--- src/rtl/usb_bridge_pkg.sv ---
// Shared constants for the USB stream bridge: status/control bit positions and the
// value returned by a read of an empty RX FIFO.
package usb_bridge_pkg;

  localparam int unsigned STA_RX_EMPTY = 16;
  localparam int unsigned STA_TX_FULL  = 17;
  localparam int unsigned STA_OVR      = 18;

  localparam int unsigned CTL_FLUSH    = 0;
  localparam int unsigned CTL_CLR_OVR  = 1;

  localparam logic [31:0] EMPTY_READ   = 32'hFFFF_FFFF;

endpackage

--- src/rtl/stream_fifo.sv ---
// First-word-fall-through FIFO with wrap-bit pointers, synchronous flush and fill level.
// DEPTH must be a power of two (>= 2).
module stream_fifo #(
  parameter int unsigned WIDTH = 8,
  parameter int unsigned DEPTH = 16
) (
  input  logic                     clk_i,
  input  logic                     rst_ni,
  input  logic                     push_i,
  input  logic [WIDTH-1:0]         wdata_i,
  input  logic                     pop_i,
  input  logic                     flush_i,
  output logic [$clog2(DEPTH):0]   level_o,
  output logic                     full_o,
  output logic                     empty_o,
  output logic [WIDTH-1:0]         head_o
);

  localparam int unsigned AW = $clog2(DEPTH);
  localparam int unsigned PW = AW + 1;

  logic [WIDTH-1:0] mem_q [DEPTH];
  logic [PW-1:0]    wptr_q, wptr_d;
  logic [PW-1:0]    rptr_q, rptr_d;
  logic             do_push, do_pop;

  assign full_o  = (wptr_q[AW] != rptr_q[AW]) && (wptr_q[AW-1:0] == rptr_q[AW-1:0]);
  assign empty_o = (wptr_q == rptr_q);
  assign level_o = wptr_q - rptr_q;
  assign head_o  = mem_q[rptr_q[AW-1:0]];

  // A pop frees the head slot in the same edge, so a full FIFO may still accept a push.
  assign do_pop  = pop_i && !empty_o && !flush_i;
  assign do_push = push_i && (!full_o || do_pop) && !flush_i;

  always_comb begin
    wptr_d = wptr_q;
    rptr_d = rptr_q;
    if (flush_i) begin
      wptr_d = '0;
      rptr_d = '0;
    end else begin
      if (do_push) wptr_d = wptr_q + PW'(1);
      if (do_pop)  rptr_d = rptr_q + PW'(1);
    end
  end

  always_ff @(posedge clk_i or negedge rst_ni) begin
    if (!rst_ni) begin
      wptr_q <= '0;
      rptr_q <= '0;
    end else begin
      wptr_q <= wptr_d;
      rptr_q <= rptr_d;
    end
  end

  always_ff @(posedge clk_i) begin
    if (do_push) mem_q[wptr_q[AW-1:0]] <= wdata_i;
  end

endmodule

--- src/rtl/usb_stream_bridge.sv ---
// Register-bus to USB CDC byte-stream bridge with RX/TX FIFOs, status word and flush.
// Define USB_BRIDGE_BLOCKING_READ_EN to stall CPU reads of an empty RX FIFO.
module usb_stream_bridge
  import usb_bridge_pkg::*;
#(
  parameter int unsigned DATA_W   = 8,
  parameter int unsigned RX_DEPTH = 16,
  parameter int unsigned TX_DEPTH = 16
) (
  input  logic              clk,
  input  logic              resetn,
  input  logic              reg_dat_we,
  input  logic              reg_dat_re,
  input  logic [31:0]       reg_dat_di,
  output logic [31:0]       reg_dat_do,
  output logic              reg_dat_wait,
  input  logic              reg_sta_we,
  input  logic [31:0]       reg_sta_di,
  output logic [31:0]       reg_sta_do,
  output logic [DATA_W-1:0] tx_data,
  output logic              tx_valid,
  input  logic              tx_ready,
  input  logic [DATA_W-1:0] rx_data,
  input  logic              rx_valid,
  output logic              rx_ready
);

  localparam int unsigned RX_PW = $clog2(RX_DEPTH) + 1;
  localparam int unsigned TX_PW = $clog2(TX_DEPTH) + 1;

  logic              flush, clr_ovr;
  logic              tx_push, tx_pop, tx_full, tx_empty;
  logic              rx_push, rx_pop, rx_full, rx_empty;
  logic [RX_PW-1:0]  rx_level;
  logic [TX_PW-1:0]  tx_level;
  logic [DATA_W-1:0] rx_head;
  logic              ovr_q, ovr_d;
  logic              unused_di;

  assign flush   = reg_sta_we && reg_sta_di[CTL_FLUSH];
  assign clr_ovr = reg_sta_we && reg_sta_di[CTL_CLR_OVR];

`ifdef USB_BRIDGE_BLOCKING_READ_EN
  assign reg_dat_wait = (reg_dat_we && tx_full) || (reg_dat_re && rx_empty);
`else
  assign reg_dat_wait = reg_dat_we && tx_full;
`endif

  assign tx_push  = reg_dat_we && !reg_dat_wait;
  assign tx_valid = !tx_empty;
  assign tx_pop   = tx_valid && tx_ready;

  // rx_ready is deliberately independent of a same-cycle CPU pop.
  assign rx_ready = !rx_full;
  assign rx_push  = rx_valid && rx_ready;
  assign rx_pop   = reg_dat_re && !reg_dat_wait && !rx_empty;

  assign reg_dat_do = rx_empty ? EMPTY_READ : 32'(rx_head);

  // Upper data bits and unused control bits are intentionally ignored.
  assign unused_di = ^{reg_dat_di, reg_sta_di};

  always_comb begin
    reg_sta_do               = '0;
    reg_sta_do[7:0]          = 8'(rx_level);
    reg_sta_do[15:8]         = 8'(tx_level);
    reg_sta_do[STA_RX_EMPTY] = rx_empty;
    reg_sta_do[STA_TX_FULL]  = tx_full;
    reg_sta_do[STA_OVR]      = ovr_q;
  end

  // Set has priority over a coincident software clear.
  always_comb begin
    ovr_d = ovr_q;
    if (clr_ovr)             ovr_d = 1'b0;
    if (rx_valid && rx_full) ovr_d = 1'b1;
  end

  always_ff @(posedge clk or negedge resetn) begin
    if (!resetn) begin
      ovr_q <= 1'b0;
    end else begin
      ovr_q <= ovr_d;
    end
  end

  stream_fifo #(
    .WIDTH (DATA_W),
    .DEPTH (TX_DEPTH)
  ) u_tx_fifo (
    .clk_i   (clk),
    .rst_ni  (resetn),
    .push_i  (tx_push),
    .wdata_i (reg_dat_di[DATA_W-1:0]),
    .pop_i   (tx_pop),
    .flush_i (flush),
    .level_o (tx_level),
    .full_o  (tx_full),
    .empty_o (tx_empty),
    .head_o  (tx_data)
  );

  stream_fifo #(
    .WIDTH (DATA_W),
    .DEPTH (RX_DEPTH)
  ) u_rx_fifo (
    .clk_i   (clk),
    .rst_ni  (resetn),
    .push_i  (rx_push),
    .wdata_i (rx_data),
    .pop_i   (rx_pop),
    .flush_i (flush),
    .level_o (rx_level),
    .full_o  (rx_full),
    .empty_o (rx_empty),
    .head_o  (rx_head)
  );

endmodule

--- config.mk ---
export PLATFORM = sky130hd
export DESIGN_NAME = usb_stream_bridge
export DESIGN_NICKNAME = d
export VERILOG_FILES = /design/src/rtl/usb_bridge_pkg.sv /design/src/rtl/stream_fifo.sv /design/src/rtl/usb_stream_bridge.sv
export SDC_FILE = /design/constraint.sdc
export NUM_CORES = 1
export LEC_CHECK = 0
export ABC_AREA = 1
export BUFFER_PORTS_ARGS = -buffer_cell sky130_fd_sc_hd__buf_2
export CORE_MARGIN = 2
export CORE_UTILIZATION = 30
export CTS_CLUSTER_SIZE = 10
export DETAILED_ROUTE_END_ITERATION = 7
export PLACE_DENSITY = 0.55
export SLEW_MARGIN = 20
export SYNTH_ARGS = -nofsm -noshare
export SYNTH_HDL_FRONTEND = slang
export SYNTH_SLANG_ARGS = --single-unit
--- constraint.sdc ---
create_clock -name clk -period 4.6 [get_ports clk]
set_clock_uncertainty 0.1 [all_clocks]
set_input_delay 0.46 -clock clk [delete_from_list [all_inputs] [get_ports clk]]
set_output_delay 0.46 -clock clk [all_outputs]
set_load 0.02 [all_outputs]
==> run metrics, run 1 <==
sequential area share after synthesis 0.6447; max-slew violation count 0; clock-pin transition on the worst setup and hold timing paths 0.05 ns; RR Endpoint u_tx_fifo.mem_q[10][3]$_DFFE_PP_; Synth top area share 0.6035; I/O Buffers 80; core area 41950 µm²; n_diodes 0; final std cells w/o fill 1828; Critical Path Sink Type output port; postcts setup bufs 0; Post-CTS Hold Buffers 1; Setup TNS Final 0 ns; reg2reg setup slack 1.09 ns; worst reg2reg path depth 9; post-DR wirelength/cell 16.45 µm; initial antenna violation count 0; setup slack after layout 0.7937 ns; Total Wirelength 30060 µm; Initial Util 0.3037; DR iter-0 viols 585; reg-to-reg critical path startpoint u_tx_fifo.rptr_q[2]$_DFFE_PN0P_; CP startpoint u_rx_fifo.rptr_q[3]$_DFFE_PN0P_; Seq cells post-synth 277; Syn. warnings 0; Critical path destination reg_dat_do[24]; maximum vdd drop 0.4668 mV; GRT Util Overall 0.1373; detailed placer's ending HPWL 19000 µm; vias in the first global route 7918; Syn Inst Count 1224; IO Pins 154; Fin. Hold Viols 0; Routed Antenna Nets 0; worst slew pin tran 0.9871 ns; total CTS buffers 34; status finished, final reports clean; crit share post-route 0.8275; H-tree level count 2; pre-CTS WS 1.107 ns; Post-Synthesis Cell Area 12740 µm²; Crit Path Category register to output port; Routability Congestion 0.7962; CTS tree yes; area of the die 44130 µm²; Max Clk Rate 0.2627 GHz; area leader, netlist edfxtp_1; CP Max Fanout 25; P_leak 5.772 nW; Post-CTS Resized 0; Clk Latency, worst-skew pair 0.52 ns; Final min period 3.806 ns; Area Overhead vs Synth 12.45%; CTS max path bufs 3; GRT overflow 0; fin util 0.3415; HP Class input pin to register; RSZ-0062 raised after global routing false; Die H 210.1 µm; Avg Vias per Cell 4.567; maxcap violations 0; WP data required 4.04 ns; die width 210.1 µm; Netlist cell types 34; clk root buf clkbuf_16; Pre-antenna DRT Iters 6; Inst Count DP 1776; first-pass GRT wire length 46280 µm; via count 8349; Power Dens Cells 667.2 nW/µm²; Worst setup SP type register; synthesized area per cell 10.41 µm²; largest net degree at the start of global routing 58; Synth area leaders edfxtp_1 60%, nand2_1 7.7%, nand3_1 5.9%; layout cell share with drive strength beyond 1 0.1257; WP data arrival 3.25 ns; Final setup viols 0; Residual DRC 0; Num Clock Sinks 277; Final #Nets 1373; FP Rows 75; Worst slew margin 0.3395; Hold WS 0.2021 ns
-- final cells by class --
type	count	area, µm²
clock inverters	2	17.52
well taps	539	674.4
clock buffers	49	928.4
multi-input cells	738	3501
inverters	130	488.0
repair buffers	93	500.5
fillers	4215	27620
flip-flops and latches	277	8215
-- worst min path at each step --
stage	from	to	slack, ns	cells after the start
after floorplan	resetn	ovr_q$_DFFE_PN0P_	0.06	0
after global placement	resetn	u_tx_fifo.wptr_q[1]$_DFFE_PN0P_	0.36	1
after detailed placement	resetn	u_tx_fifo.wptr_q[1]$_DFFE_PN0P_	0.35	1
after CTS	rx_valid	u_rx_fifo.wptr_q[4]$_DFFE_PN0P_	0.18	4
after global routing	rx_valid	u_rx_fifo.wptr_q[4]$_DFFE_PN0P_	0.22	4
final	rx_valid	u_rx_fifo.wptr_q[4]$_DFFE_PN0P_	0.20	4
-- placed cells by master, fill, tap and decap left out, types with 3 or more instances in the layout --
cell type  synthesis  routed
nand2_4            4       4
dfrtp_1           21      19
nand3_1          149     149
or2_0              3       3
buf_4             56      12
clkbuf_16          0      35
buf_2             24      80
ha_1              18      18
o211ai_1           8       8
or2_2             14      14
o21ai_1            8       8
o21ai_0           59      59
nand2_1          261     261
a21oi_1            3       3
clkbuf_1          15      14
nor2_1           153     153
xor2_1            14      14
clkinv_1           3       3
edfxtp_1         256     256
inv_1            126     126
nand2_2            6       6
xnor2_1            4       4
conb_1             1      19
nor3_1             4       4
-- worst max-delay path, cell delays in order, from the launching register on --
cell     delay [ns]
dfrtp_1        0.62
inv_1          0.35
ha_1           0.44
nand2_1        0.07
nor2_2         0.24
nand2_2        0.27
inv_1          0.47
buf_2          0.26
-- cell usage after synthesis, drive strengths merged --
cell and instances:
xor2 15, buf 82, nand4 1, xnor2 4
clkinv 3, or2 17, nor3 4, o21ai 68
a21oi 3, conb 1, a211oi 1, nand2 271
nand3 150, nor2 156, inv 127, nor3b 1
o211ai 8, clkbuf 15, dfrtp 21, ha 18
fa 2, edfxtp 256
-- cell families after synthesis --
group,after synthesis,synth area share
AOI/OAI and AO/OA,80,0.03349
xor gates and xnor gates,19,0.01365
adders and majority gates,20,0.02082
buffers and inverters,227,0.08575
DFF,277,0.6447
other,1,0.0002944
and+or+nand+nor,600,0.2013
-- registers in the layout, summed over array words and instances (netlist names) --
register	count
u_tx_fifo.wptr_q	5
u_rx_fifo.rptr_q	5
u_tx_fifo.mem_q	128
u_rx_fifo.wptr_q	5
ovr_q	1
u_rx_fifo.mem_q	128
u_tx_fifo.rptr_q	5
-- power by group --
part	internal (mW)	switching, mW
Clock	1.39	0.974
Sequential	2.93	0.209
Combinational	1.21	2.84
-- metrics by stage --
stage | cell area, µm² | total power, mW
2_1_floorplan | 12810 | 6.299
3_3_place_gp | 13370 | 7.239
3_5_place_dp | 13370 | 7.281
4_1_cts | 14330 | 9.662
5_1_grt | 14330 | 10.18
6_report | 14330 | 9.557
-- metal layers --
metal  GRT usage  routed length (µm)  part of all wire
met5           0                   0                 0
met2      0.2212               14020              0.47
met4     0.04451                 724             0.024
met3     0.02920                1743             0.058
met1      0.1851               13580              0.45
(Power assumes the default switching activity.)
==> run 2, diff against run 1 <==
- PLACE_DENSITY: 0.55 -> 0.56
- clock period: 4.6 -> 3.35 ns (I/O delays scaled with it)
==> run 2 against run 1 <==
Net effect: flip-flop and latch count unchanged; via count up 0.65%; first-iteration DRC count decreased by 4.3%; highest routed layer unchanged; clock power rose by 44%; largest cell class unchanged; sequential power rose by 36%.
==> run metrics, run 2 (same netlist as run 1, synthesis figures left out) <==
status finished, final reports clean; CP startpoint u_rx_fifo.rptr_q[0]$_DFFE_PN0P_; Most Used Layer, Global Route met2; RSZ-0062 raised after global routing false; GR Util met3 0.02145; P_leak 6.011 nW; detailed placer's ending HPWL 19160 µm; Switching Power 5.566 mW; Fin. Hold Viols 0; # fillers 4164; Cell Int Power 7.871 mW; initial antenna violation count 0; Power Dens Cells 912.2 nW/µm²; Clk Latency, worst-skew pair 0.51 ns; hold path start reg_sta_we; HP Class input pin to register; Routed Antenna Nets 0; M1 GR Usage 0.1841; vias in the first global route 7955; GRT overflow 0; post-DR wirelength/cell 15.81 µm; worst slew pin tran 0.6554 ns; Final #Nets 1411; postcts setup bufs 0; via count 8403; Max Clk Rate 0.3169 GHz; n_diodes 0; first-pass GRT wire length 45720 µm; Final Power 13.44 mW; CTS tree yes; area of the die 44130 µm²; GR Util met2 0.2204; CP Max Fanout 39; Final min period 3.155 ns; reg2reg setup slack 0.65 ns; Final setup viols 0; DR iter-0 viols 560; largest net degree at the start of global routing 59; most common cell after layout, fill and taps aside nand2_1; WP data arrival 2.72 ns; maximum vdd drop 0.7124 mV; max-slew violation count 0; WHS Endpoint ovr_q$_DFFE_PN0P_; setup slack after layout 0.1945 ns; Num Clock Sinks 277; Initial Util 0.3037; maxcap violations 0; Worst setup SP type register; clock-pin transition on the worst setup and hold timing paths 0.05 ns; layout cell share with drive strength beyond 1 0.1510; Clock Power Share 0.252; Crit Path Category register to output port; Worst slew margin 0.5631; Setup TNS Final 0 ns; Area Overhead vs Synth 15.64%; Sw Share 0.4142; Critical Path Sink Type output port; IO Pins 154; core area 41950 µm²; worst reg2reg path depth 10; pre-CTS WS 0.6620 ns; Routability Congestion 0.8152; Total Wirelength 29670 µm; Hold WS 0.05515 ns; Avg Vias per Cell 4.477; WP data required 2.91 ns; RR Endpoint u_tx_fifo.mem_q[12][5]$_DFFE_PP_; most frequent cells in the layout 261 x nand2_1, 256 x edfxtp_1, 153 x nor2_1; crit share post-route 0.9419; die width 210.1 µm; CTS max path bufs 3; Hold Path Cell Cnt 4; reg-to-reg critical path startpoint u_tx_fifo.rptr_q[2]$_DFFE_PN0P_; GRT Util Overall 0.1352; sequential power share 0.317; design area 14730 µm²; I/O Buffers 80; Die H 210.1 µm; Placement Cell Area 13670 µm²; FP Rows 75; logic gate share of total power 0.431; clk root buf clkbuf_16; Pre-antenna DRT Iters 5; total CTS buffers 34; Residual DRC 0; H-tree level count 2
==> run 2: cell types whose count changed in the layout (fill, tap and decap cells not counted), sizes merged <==
cell / previous run / this run
clkbuf: 49 / 60
buf: 92 / 129
clkinv: 3 / 5
dlygate4sd3: 1 / 2
inv: 129 / 126
clkinvlp: 0 / 1
==> run 2: power groups by stage <==
stage | registers [mW] | clock network [mW] | logic, mW
3_5_place_dp | 4.33 | 0 | 5.81
2_1_floorplan | 4.20 | 0 | 4.45
3_3_place_gp | 4.32 | 0 | 5.77
6_report | 4.26 | 3.39 | 5.79
4_1_cts | 4.26 | 3.48 | 5.83
5_1_grt | 4.28 | 3.63 | 6.38
==> run 2: area by class of cell <==
cell class / instances / area, µm² / area share
clock buffer: 60 / 1022 / 0.06940
sequential: 277 / 8215 / 0.5577
multi-input combinational: 738 / 3501 / 0.2377
clock inverter: 2 / 12.51 / 0.0008494
timing repair buffer: 131 / 813.3 / 0.05521
tap: 539 / 674.4 / 0.04578
inverter: 130 / 491.7 / 0.03338
==> run 2: routing by layer <==
layer / up-vias / part of all wire
met3: 49 / 0.049
met2: 232 / 0.46
met4: 0 / 0.026
met1: 3960 / 0.46
li1: 4162 / -
met5: - / 0
==> run 2: worst max path at each step <==
stage                                             to  slack [ns]  cells after the start
floorplan            u_rx_fifo.mem_q[7][0]$_DFFE_PP_        0.75                      8
global placement    u_tx_fifo.mem_q[12][1]$_DFFE_PP_        0.71                     10
detailed placement  u_tx_fifo.mem_q[12][0]$_DFFE_PP_        0.66                     10
CTS                                    reg_dat_do[8]        0.14                      6
global route                           reg_dat_do[1]        0.03                      8
finish                                 reg_dat_do[2]        0.19                      9
==> run 2: critical path, cell delays in order (launching register included) <==
cell,delay [ns]
dfrtp_2,0.78
inv_1,0.36
buf_12,0.27
nand2_1,0.08
nand2_1,0.05
nand2_1,0.05
nand3_1,0.11
nand3_1,0.17
nand3_1,0.13
buf_2,0.18
==> run 2: what timing repair did <==
item                       in CTS  in global routing
gates resized for setup         0                  1
setup endpoints to repair       0                  1
hold endpoints to repair       22                  0
hold buffers                    2                  0
==> run 2: stage by stage <==
stage | cells | util
after floorplan | 1242 | -
after global placement | 1813 | 0.3259
after detailed placement | 1813 | 0.3259
after CTS | 1877 | 0.3511
after global routing | 1877 | 0.3512
final | 1877 | 0.3512
==> run 3, diff against run 2 <==
- CORE_ASPECT_RATIO: unset -> 0.5
- CORE_UTILIZATION: 30 -> 53
- MAX_ROUTING_LAYER: unset -> met4
- PLACE_DENSITY: 0.56 -> 0.85
==> run 3 against run 2 <==
Net effect: core utilization rose by 25 points; register-to-register slack lost 0.27 ns; largest cell class unchanged; non-clock buffer count down 8; design area fell by 3.4%; largest power group unchanged.
==> run metrics, run 3 (same netlist as run 1, synthesis figures left out) <==
Critical Path Sink Type output port; Final setup viols 0; worst slew pin tran 0.7713 ns; WP data arrival 2.76 ns; die width 223.3 µm; postcts setup bufs 0; vias in the first global route 8560; CP bufs+invs 3; GRT overflow 0; Stages on worst setup path 9; Final #Nets 1400; Max Clk Rate 0.3128 GHz; total CTS buffers 31; Clk Latency, worst-skew pair 0.56 ns; Worst slew margin 0.4839; Num Clock Sinks 277; Critical path destination tx_data[2]; slowest CP cell buf_4; Max stage delay on crit path 0.47 ns; WP data required 2.91 ns; status finished, final reports clean; Final Power 13.06 mW; crit share post-route 0.9542; HP Class input pin to register; maxcap violations 0; DR iter-0 viols 923; Final min period 3.196 ns; CTS tree yes; clock-pin transition on the worst setup and hold timing paths 0.06 ns; RR Endpoint u_tx_fifo.mem_q[2][4]$_DFFE_PP_; detailed placer's ending HPWL 17830 µm; via count 8952; most frequent cells in the layout 261 x nand2_1, 256 x edfxtp_1, 153 x nor2_1; layout cell share with drive strength beyond 1 0.1411; CP top delay family buffers and inverters; Setup TNS Final 0 ns; Power Dens Cells 917.6 nW/µm²; core area 23770 µm²; n_diodes 0; maximum vdd drop 1.124 mV; setup slack after layout 0.1536 ns; pre-CTS WS 0.4673 ns; hold path start rx_valid; Die H 113.6 µm; CTS max path bufs 3; Crit Path Category register to output port; reg2reg setup slack 0.38 ns; largest net degree at the start of global routing 58; Worst setup SP type register; IO Pins 154; area of the die 25370 µm²; I/O Buffers 80; Pre-antenna DRT Iters 7; post-DR wirelength/cell 17.40 µm; first-pass GRT wire length 44840 µm; initial antenna violation count 0; P_leak 5.889 nW; reg-to-reg critical path startpoint u_tx_fifo.rptr_q[2]$_DFFE_PN0P_; CP startpoint u_tx_fifo.rptr_q[0]$_DFFE_PN0P_; FP Rows 40; Total Wirelength 28540 µm; max-slew violation count 0; cells along the critical path buf_4 -> buf_4 -> nor2_1 -> nor2_1 -> o21ai_0 -> nand3_1 -> nand3_1 -> nand2_1 -> buf_2; Avg Vias per Cell 5.459; Routability Congestion 0.8484; Residual DRC 0; clk root buf clkbuf_16; worst reg2reg path depth 9; GRT Util Overall 0.2352; most common cell after layout, fill and taps aside nand2_1; H-tree level count 1; RSZ-0062 raised after global routing false; Routed Antenna Nets 0; Initial Util 0.5358; Fin. Hold Viols 0; CP Max Fanout 40; Area Overhead vs Synth 11.70%
## run 3: area by class of cell
cell class,instances,area [µm²]
sequential,277,8215
inverter,130,494.2
tap,315,394.1
fill,1822,9544
timing repair buffer,123,740.7
multi-input combinational,738,3501
clock buffer,57,883.3
## run 3: power by group
part,switching [mW],total (mW),internal (mW)
Combinational,4.09,5.85,1.76
Clock,1.27,3.02,1.75
Sequential,0.161,4.19,4.03
Total,5.53,13.1,7.53
## run 3: metal layers
layer | global-route usage | share of wire | up-vias | routed length [µm]
met5 | - | 0 | - | 0
met4 | 0.06622 | 0.027 | 0 | 758
met3 | 0.04225 | 0.083 | 68 | 2379
met2 | 0.4069 | 0.50 | 427 | 14290
met1 | 0.2888 | 0.39 | 4315 | 11120
li1 | - | - | 4142 | -
## run 3: timing repair
action                                  in CTS  in global routing
hold buffers                                 2                  0
endpoints found under the hold margin       22                  0
resized for setup                            0                  3
endpoints found under the setup margin       0                 27
## run 3: through the flow
step	area, µm²	hold WS (ns)	cells	util
6_report	14230	0.01533	1640	0.5985
5_1_grt	14230	0.05691	1640	0.5985
4_1_cts	14220	0.004080	1640	0.5983
3_5_place_dp	13320	0.2329	1581	0.5603
3_3_place_gp	13320	0.2214	1581	0.5603
2_1_floorplan	12810	-0.06059	1242	-
## run 3: worst min path at each step
| stage | endpoint | depth (start not counted) |
|---|---|---|
| final | ovr_q$_DFFE_PN0P_ | 3 |
| after global routing | u_rx_fifo.wptr_q[4]$_DFFE_PN0P_ | 4 |
| after CTS | ovr_q$_DFFE_PN0P_ | 3 |
| after detailed placement | u_tx_fifo.wptr_q[1]$_DFFE_PN0P_ | 1 |
| after global placement | u_tx_fifo.wptr_q[1]$_DFFE_PN0P_ | 1 |
| after floorplan | ovr_q$_DFFE_PN0P_ | 0 |
## run 3: tightest hold or removal path, stage by stage
cell,delay [ns]
buf_2,0.13
inv_1,0.07
o21ai_0,0.09
